`src/rtl/iob_master_if.sv`:
```
// iob_master_if: posting-stage request handshake and I/O bus pins.
// master modport is the sequencer side; slave is the bus/posting side.
interface iob_master_if;
    logic IOREQ, IORW, IOL, IOU;
    logic nDTACK, nVPA, nBERR, E;
    logic IOACT, IOBERR;
    logic nASout, nLDSout, nUDSout, nVMAout;
    logic nWEout, nDoutOE, nDinLE;

    modport master (
        input  IOREQ, IORW, IOL, IOU,
        input  nDTACK, nVPA, nBERR, E,
        output IOACT, IOBERR,
        output nASout, nLDSout, nUDSout, nVMAout,
        output nWEout, nDoutOE, nDinLE
    );

    modport slave (
        output IOREQ, IORW, IOL, IOU,
        output nDTACK, nVPA, nBERR, E,
        input  IOACT, IOBERR,
        input  nASout, nLDSout, nUDSout, nVMAout,
        input  nWEout, nDoutOE, nDinLE
    );
endinterface

```
`src/rtl/iob_master.sv`:
```
// iob_master: 68000-style I/O bus cycle sequencer with 6800 VPA/VMA path.
// Define IOB_MASTER_TIMEOUT_EN to add the wait-state bus-error watchdog.
module iob_master #(
    parameter logic [9:0] TIMEOUT = 10'd1000
) (
    input  logic         CLK,
    input  logic         nRST,
    iob_master_if.master bus
);
    typedef enum logic [2:0] {
        IDLE, S_ADDR, S_WAIT, S_VPA, S_VMA, S_END, S_REC
    } state_t;

    state_t state, state_d;

    logic [1:0] dt_q, vp_q, be_q, e_q;
    logic       DTs, VPs, BEs, Es;

    logic rw_q, l_q, u_q, err_q, ehi_q;
    logic rw_d, l_d, u_d, err_d, ehi_d;
    logic act_q, berr_q, as_q, lds_q, uds_q;
    logic act_d, berr_d, as_d, lds_d, uds_d;
    logic vma_q, we_q, doe_q, dle_q;
    logic vma_d, we_d, doe_d, dle_d;
    logic fin, fin_err, tmo;

`ifdef IOB_MASTER_TIMEOUT_EN
    logic [9:0] cnt_q, cnt_d;
    assign tmo = (cnt_q + 10'd1 == TIMEOUT);
`else
    assign tmo = 1'b0;
`endif

    // terminations held internally active-high; reset value is "negated"
    always_ff @(posedge CLK or negedge nRST) begin
        if (!nRST) begin
            dt_q <= 2'b00;
            vp_q <= 2'b00;
            be_q <= 2'b00;
            e_q  <= 2'b00;
        end else begin
            dt_q <= {dt_q[0], ~bus.nDTACK};
            vp_q <= {vp_q[0], ~bus.nVPA};
            be_q <= {be_q[0], ~bus.nBERR};
            e_q  <= {e_q[0], bus.E};
        end
    end

    assign DTs = dt_q[1];
    assign VPs = vp_q[1];
    assign BEs = be_q[1];
    assign Es  = e_q[1];

    always_comb begin
        state_d = state;
        rw_d    = rw_q;
        l_d     = l_q;
        u_d     = u_q;
        err_d   = err_q;
        ehi_d   = ehi_q;
        act_d   = act_q;
        berr_d  = berr_q;
        as_d    = as_q;
        lds_d   = lds_q;
        uds_d   = uds_q;
        vma_d   = vma_q;
        we_d    = we_q;
        doe_d   = doe_q;
        dle_d   = dle_q;
        fin     = 1'b0;
        fin_err = 1'b0;
`ifdef IOB_MASTER_TIMEOUT_EN
        cnt_d   = cnt_q;
`endif
        unique case (state)
            IDLE: begin
                if (bus.IOREQ) begin
                    state_d = S_ADDR;
                    rw_d    = bus.IORW;
                    l_d     = bus.IOL;
                    u_d     = bus.IOU;
                    err_d   = 1'b0;
                    act_d   = 1'b1;
                    berr_d  = 1'b0;
                end
            end
            S_ADDR: begin
                state_d = S_WAIT;
                we_d    = rw_q;
                doe_d   = rw_q;
                as_d    = 1'b0;
                if (rw_q) begin
                    lds_d = ~l_q;
                    uds_d = ~u_q;
                end
            end
            S_WAIT: begin
                // write data strobes trail nAS by one cycle
                if (!rw_q) begin
                    lds_d = ~l_q;
                    uds_d = ~u_q;
                end
                if (BEs) begin
                    fin     = 1'b1;
                    fin_err = 1'b1;
                end else if (DTs) begin
                    fin = 1'b1;
                end else if (VPs) begin
                    state_d = S_VPA;
                end else if (tmo) begin
                    fin     = 1'b1;
                    fin_err = 1'b1;
                end
            end
            S_VPA: begin
                ehi_d = 1'b0;
                if (BEs) begin
                    fin     = 1'b1;
                    fin_err = 1'b1;
                end else if (!Es) begin
                    vma_d   = 1'b0;
                    state_d = S_VMA;
                end else if (tmo) begin
                    fin     = 1'b1;
                    fin_err = 1'b1;
                end
            end
            S_VMA: begin
                // a full E high phase must pass before the falling edge ends it
                if (Es) ehi_d = 1'b1;
                if (BEs) begin
                    fin     = 1'b1;
                    fin_err = 1'b1;
                end else if (ehi_q && !Es) begin
                    fin = 1'b1;
                end else if (tmo) begin
                    fin     = 1'b1;
                    fin_err = 1'b1;
                end
            end
            S_END: begin
                state_d = S_REC;
                as_d    = 1'b1;
                lds_d   = 1'b1;
                uds_d   = 1'b1;
                vma_d   = 1'b1;
                doe_d   = 1'b1;
                dle_d   = 1'b1;
                act_d   = 1'b0;
                berr_d  = err_q;
            end
            S_REC: begin
                if (!(DTs || VPs || BEs)) state_d = IDLE;
            end
            default: state_d = IDLE;
        endcase
`ifdef IOB_MASTER_TIMEOUT_EN
        if (state == IDLE)
            cnt_d = 10'd0;
        else if (state inside {S_WAIT, S_VPA, S_VMA})
            cnt_d = cnt_q + 10'd1;
`endif
        if (fin) begin
            state_d = S_END;
            err_d   = fin_err;
            dle_d   = ~(rw_q & ~fin_err);
        end
    end

    always_ff @(posedge CLK or negedge nRST) begin
        if (!nRST) begin
            state  <= IDLE;
            rw_q   <= 1'b0;
            l_q    <= 1'b0;
            u_q    <= 1'b0;
            err_q  <= 1'b0;
            ehi_q  <= 1'b0;
            act_q  <= 1'b0;
            berr_q <= 1'b0;
            as_q   <= 1'b1;
            lds_q  <= 1'b1;
            uds_q  <= 1'b1;
            vma_q  <= 1'b1;
            we_q   <= 1'b1;
            doe_q  <= 1'b1;
            dle_q  <= 1'b1;
`ifdef IOB_MASTER_TIMEOUT_EN
            cnt_q  <= 10'd0;
`endif
        end else begin
            state  <= state_d;
            rw_q   <= rw_d;
            l_q    <= l_d;
            u_q    <= u_d;
            err_q  <= err_d;
            ehi_q  <= ehi_d;
            act_q  <= act_d;
            berr_q <= berr_d;
            as_q   <= as_d;
            lds_q  <= lds_d;
            uds_q  <= uds_d;
            vma_q  <= vma_d;
            we_q   <= we_d;
            doe_q  <= doe_d;
            dle_q  <= dle_d;
`ifdef IOB_MASTER_TIMEOUT_EN
            cnt_q  <= cnt_d;
`endif
        end
    end

    assign bus.IOACT   = act_q;
    assign bus.IOBERR  = berr_q;
    assign bus.nASout  = as_q;
    assign bus.nLDSout = lds_q;
    assign bus.nUDSout = uds_q;
    assign bus.nVMAout = vma_q;
    assign bus.nWEout  = we_q;
    assign bus.nDoutOE = doe_q;
    assign bus.nDinLE  = dle_q;
endmodule

```
`src/flat_wrapper.sv`:
```
// flat-port wrapper written by rule: the top's interface ports become plain ports
module iob_master_flat 
#(
    parameter logic [9:0] TIMEOUT = 10'd1000
)
  (CLK, nRST, bus_IOREQ, bus_IORW, bus_IOL, bus_IOU, bus_nDTACK, bus_nVPA, bus_nBERR, bus_E, bus_IOACT, bus_IOBERR, bus_nASout, bus_nLDSout, bus_nUDSout, bus_nVMAout, bus_nWEout, bus_nDoutOE, bus_nDinLE);
  iob_master_if bus_i ();
  input  logic CLK;
  input  logic nRST;
  input wire logic [$bits(bus_i.IOREQ)-1:0] bus_IOREQ;
  input wire logic [$bits(bus_i.IORW)-1:0] bus_IORW;
  input wire logic [$bits(bus_i.IOL)-1:0] bus_IOL;
  input wire logic [$bits(bus_i.IOU)-1:0] bus_IOU;
  input wire logic [$bits(bus_i.nDTACK)-1:0] bus_nDTACK;
  input wire logic [$bits(bus_i.nVPA)-1:0] bus_nVPA;
  input wire logic [$bits(bus_i.nBERR)-1:0] bus_nBERR;
  input wire logic [$bits(bus_i.E)-1:0] bus_E;
  output wire logic [$bits(bus_i.IOACT)-1:0] bus_IOACT;
  output wire logic [$bits(bus_i.IOBERR)-1:0] bus_IOBERR;
  output wire logic [$bits(bus_i.nASout)-1:0] bus_nASout;
  output wire logic [$bits(bus_i.nLDSout)-1:0] bus_nLDSout;
  output wire logic [$bits(bus_i.nUDSout)-1:0] bus_nUDSout;
  output wire logic [$bits(bus_i.nVMAout)-1:0] bus_nVMAout;
  output wire logic [$bits(bus_i.nWEout)-1:0] bus_nWEout;
  output wire logic [$bits(bus_i.nDoutOE)-1:0] bus_nDoutOE;
  output wire logic [$bits(bus_i.nDinLE)-1:0] bus_nDinLE;
  assign bus_i.IOREQ = bus_IOREQ;
  assign bus_i.IORW = bus_IORW;
  assign bus_i.IOL = bus_IOL;
  assign bus_i.IOU = bus_IOU;
  assign bus_i.nDTACK = bus_nDTACK;
  assign bus_i.nVPA = bus_nVPA;
  assign bus_i.nBERR = bus_nBERR;
  assign bus_i.E = bus_E;
  assign bus_IOACT = bus_i.IOACT;
  assign bus_IOBERR = bus_i.IOBERR;
  assign bus_nASout = bus_i.nASout;
  assign bus_nLDSout = bus_i.nLDSout;
  assign bus_nUDSout = bus_i.nUDSout;
  assign bus_nVMAout = bus_i.nVMAout;
  assign bus_nWEout = bus_i.nWEout;
  assign bus_nDoutOE = bus_i.nDoutOE;
  assign bus_nDinLE = bus_i.nDinLE;
  iob_master #(.TIMEOUT(TIMEOUT)) u_core (.CLK(CLK), .nRST(nRST), .bus(bus_i));
endmodule
```
`config.mk`:
```
export PLATFORM = sky130hd
export DESIGN_NAME = iob_master_flat
export DESIGN_NICKNAME = d
export VERILOG_FILES = /design/src/rtl/iob_master_if.sv /design/src/rtl/iob_master.sv /design/src/flat_wrapper.sv
export SDC_FILE = /design/constraint.sdc
export NUM_CORES = 1
export LEC_CHECK = 0
export BUFFER_PORTS_ARGS = -buffer_cell sky130_fd_sc_hd__buf_2
export CORE_UTILIZATION = 54
export CTS_BUF_LIST = sky130_fd_sc_hd__clkbuf_4 sky130_fd_sc_hd__clkbuf_8
export CTS_CLUSTER_SIZE = 14
export DETAILED_ROUTE_END_ITERATION = 7
export PLACE_DENSITY = 0.73
export SLEW_MARGIN = 20
export SYNTH_ARGS = -nofsm -noshare
export SYNTH_HDL_FRONTEND = slang
export SYNTH_SLANG_ARGS = --single-unit
```
`constraint.sdc`:
```
create_clock -name CLK -period 4.3 [get_ports CLK]
set_input_delay 0.645 -clock CLK [delete_from_list [all_inputs] [get_ports CLK]]
set_output_delay 0.645 -clock CLK [all_outputs]
set_load 0.05 [all_outputs]
```
==> summary.md <==
| Metric | Value |
|---|---|
| Status | `completed` |
| Clock transition at path regs | `0.13 ns` |
| Dominant synthesized flop cell | `dfrtp_1` |
| DP Cell Count | `149` |
| Crit path max-delay cell type | `dfstp_2` |
| Simple-gate share of the synthesized area | `16.0%` |
| CTS H-Tree Depth | `1` |
| Die Y | `48.1 um` |
| CP max FO | `4` |
| Worst Setup End Kind | `primary output` |
| Clk sinks | `25` |
| Final Cycle Share | `42.0%` |
| Final Cell Area | `1260 um^2` |
| Power Total | `0.000925 W` |
| Core area | `1980 um^2` |
| Post-route setup TNS | `0 ns` |
| Antenna viol nets, final | `0` |
| Clk_lat worst skew | `0.31 ns` |
| Biggest cell delay along the critical path | `0.58 ns` |
| Final GP Congestion | `0.780` |
| Mapped Area | `1150 um^2` |
| Routed WL | `2060 um` |
| Synthesized net count | `120` |
| Area after DPL | `1230 um^2` |
| Final setup viols | `0` |
| Critical path type | `reg -> out` |
| Largest net degree at the start of global routing | `26` |
| Drt pass-1 iters | `4` |
| Yosys top cell by area | `dfrtp_1` |
| Largest family of logic cells by synthesized area | `compound AO/OA/AOI/OAI gates` |
| Pleak | `0.544 nW` |
| Tmin final | `1.80 ns` |
| CP required | `3.65 ns` |
| Initial core utilization | `57.8%` |
| Largest cells by area after synthesis | `dfrtp_1 (39%), dfstp_2 (16%), a21oi_1 (4.8%)` |
| Crit path from | `u_core.bus.nLDSout` |
| Commonest cells in the netlist | `dfrtp_1 (18), a21oi_1 (11), nor2_1 (11), o21ai_0 (9), nand2_1 (8)` |
| CTS Root Cell | `clkbuf_4` |
| Hpwl dp | `1460 um` |
| DR vias/cell | `5.59` |
| Synth Warn # | `0` |
| First-pass GRT wire length | `3100 um` |
| # rows | `16` |
| Power Dens Cells | `734 nW/um^2` |
| Die footprint | `2310 um^2` |
| Number of synthesized register bits | `25` |
| Synth cell types | `31` |
| Final-report max-slew violation count | `0` |
| Drc violations | `0` |
| Crit path arrival time | `1.16 ns` |
| # resized after CTS | `0` |
| Synth Area in Adders | `0%` |
| Drt wl/cell | `13.5 um` |
| Async S/R FF share, synth | `100%` |
| Post-synth EDFFs | `0` |
| R2R Path Start | `u_core.state[2]` |
| Final worst slack | `2.50 ns` |
| Fin cells | `153` |
| Xor and xnor area share after synthesis | `0.764%` |
| NumNets Final | `137` |
| Post-synth top area share | `39.3%` |
| Synthesis-to-finish area growth | `10.0%` |
| Final Hold Fails | `0` |
| Syn Inst Count | `110` |
| CP bufs+invs | `1` |
| Sequential-to-total area share from yosys stat | `55.3%` |
| Avg Cell Area, Syn | `10.4 um^2` |
| Pre-CTS WS | `2.56 ns` |
| Initial antenna violation count | `0` |
| Buffers on Ports | `18` |
| Initial drt markers | `24` |
| All-Layer GR Usage | `20.2%` |
| Max VDD drop | `0.000432 V` |
| Share of cells above drive strength 1 | `31.0%` |
| Setup slack on the worst flop-to-flop path | `2.66 ns` |
| Crit-path cells | `buf_2` |
| FMAX | `554 MHz` |
| Postcts setup bufs | `0` |
| Slew HR | `58.5%` |
| Hold/Removal Path Class | `in -> async` |
| Post-CTS Hold Buffers | `0` |
| Worst Skew | `0.00230 ns` |
| Gr ovfl total | `0` |
| Number of global-route vias before repair | `688` |
| Worst r2r dst | `u_core.rw_q` |
| Max clock buf depth | `2` |
| CTS buffer count | `3` |
| RSZ-0062 raised after global routing | `false` |
| Slew at the pin with the worst max-slew slack | `0.622 ns` |
| Top-count cell post-synth | `dfrtp_1` |
| CP Launch Type | `flip-flop` |
| Reg2reg path depth | `3` |
| Crit-path leading delay family | `flip-flops` |
| Compound-gate portion of the synthesized area | `18.2%` |
| Die width | `48.1 um` |
| Routed vias | `855` |
| Max_cap viols | `0` |
| Multiplexer share of the synthesized area | `3.93%` |
| Ports | `19` |
| Number of diodes | `0` |
| TritonCTS clock tree | `done` |
| # fillers | `164` |
## stage by stage
step           hold slack [ns]  utilization, %
6_report                 0.289            63.6
5_1_grt                  0.314            63.6
4_1_cts                  0.291            63.6
3_5_place_dp             0.336            62.1
3_3_place_gp             0.333            62.1
2_1_floorplan            0.331               -
## worst max-delay path by stage
stage | end | cells after the start
floorplan | u_core.l_q | 3
global placement | u_core.u_q | 4
detailed placement | u_core.l_q | 4
CTS | bus_nLDSout | 1
global route | bus_nLDSout | 1
finish | bus_nLDSout | 1
## power by group
part           internal, W  switching [W]  leakage (nW)  total [W]
Sequential        0.000327       0.000106         0.284   0.000433
Combinational     0.000133       0.000254         0.246   0.000388
Clock            0.0000355      0.0000692        0.0139   0.000105
## layout make-up
type	instances	area, um^2	share of cell area, %
Sequential cell	25	634	50.3
Multi-Input combinational cell	72	447	35.4
Timing Repair Buffer	18	90.1	7.14
Tap cell	27	33.8	2.68
Inverter	7	26.3	2.08
Clock buffer	3	22.5	1.79
Clock inverter	1	7.51	0.595
## registers in the layout (all words and copies together) (netlist names)
name                flops
u_core.state            3
u_core.be_q             2
u_core.dt_q             2
u_core.e_q              2
u_core.vp_q             2
u_core.bus.IOACT        1
u_core.bus.IOBERR       1
u_core.bus.nASout       1
u_core.bus.nDinLE       1
u_core.bus.nDoutOE      1
u_core.bus.nLDSout      1
u_core.bus.nUDSout      1
u_core.bus.nVMAout      1
u_core.bus.nWEout       1
u_core.ehi_q            1
u_core.err_q            1
u_core.l_q              1
u_core.rw_q             1
u_core.u_q              1
## cell families (layout without fill, tap and decap cells)
kind of cell / Yosys count / in the layout
and+or+nand+nor: 34 / 34
xor gates and xnor gates: 1 / 1
buffers and inverters: 13 / 29
DFF: 25 / 25
AOI/OAI and AO/OA: 33 / 33
muxes: 4 / 4
## layer usage
metal | share of wire (%) | GRT usage [%] | wire [um]
met1 | 49 | 27.5 | 1000
met3 | 3.5 | 4.53 | 73
met2 | 46 | 30.3 | 944
met4 | 2.0 | 10.0 | 41
met5 | 0 | 0 | 0
## cell usage in the layout (no fill, tap or decap), types with 2 or more instances in the layout
cell type / netlist / routed
dfrtp_1: 18 / 18
buf_2: 4 / 18
inv_1: 6 / 6
clkbuf_4: 0 / 3
nand2_1: 8 / 8
o211ai_1: 2 / 2
nor2b_1: 5 / 5
a31oi_1: 3 / 3
mux2_2: 4 / 4
o21ai_0: 9 / 9
dfstp_2: 7 / 7
nor2_1: 11 / 11
nor3_1: 2 / 2
o32ai_1: 3 / 3
a21oi_1: 11 / 11
Power figures use the tool's default switching activity.
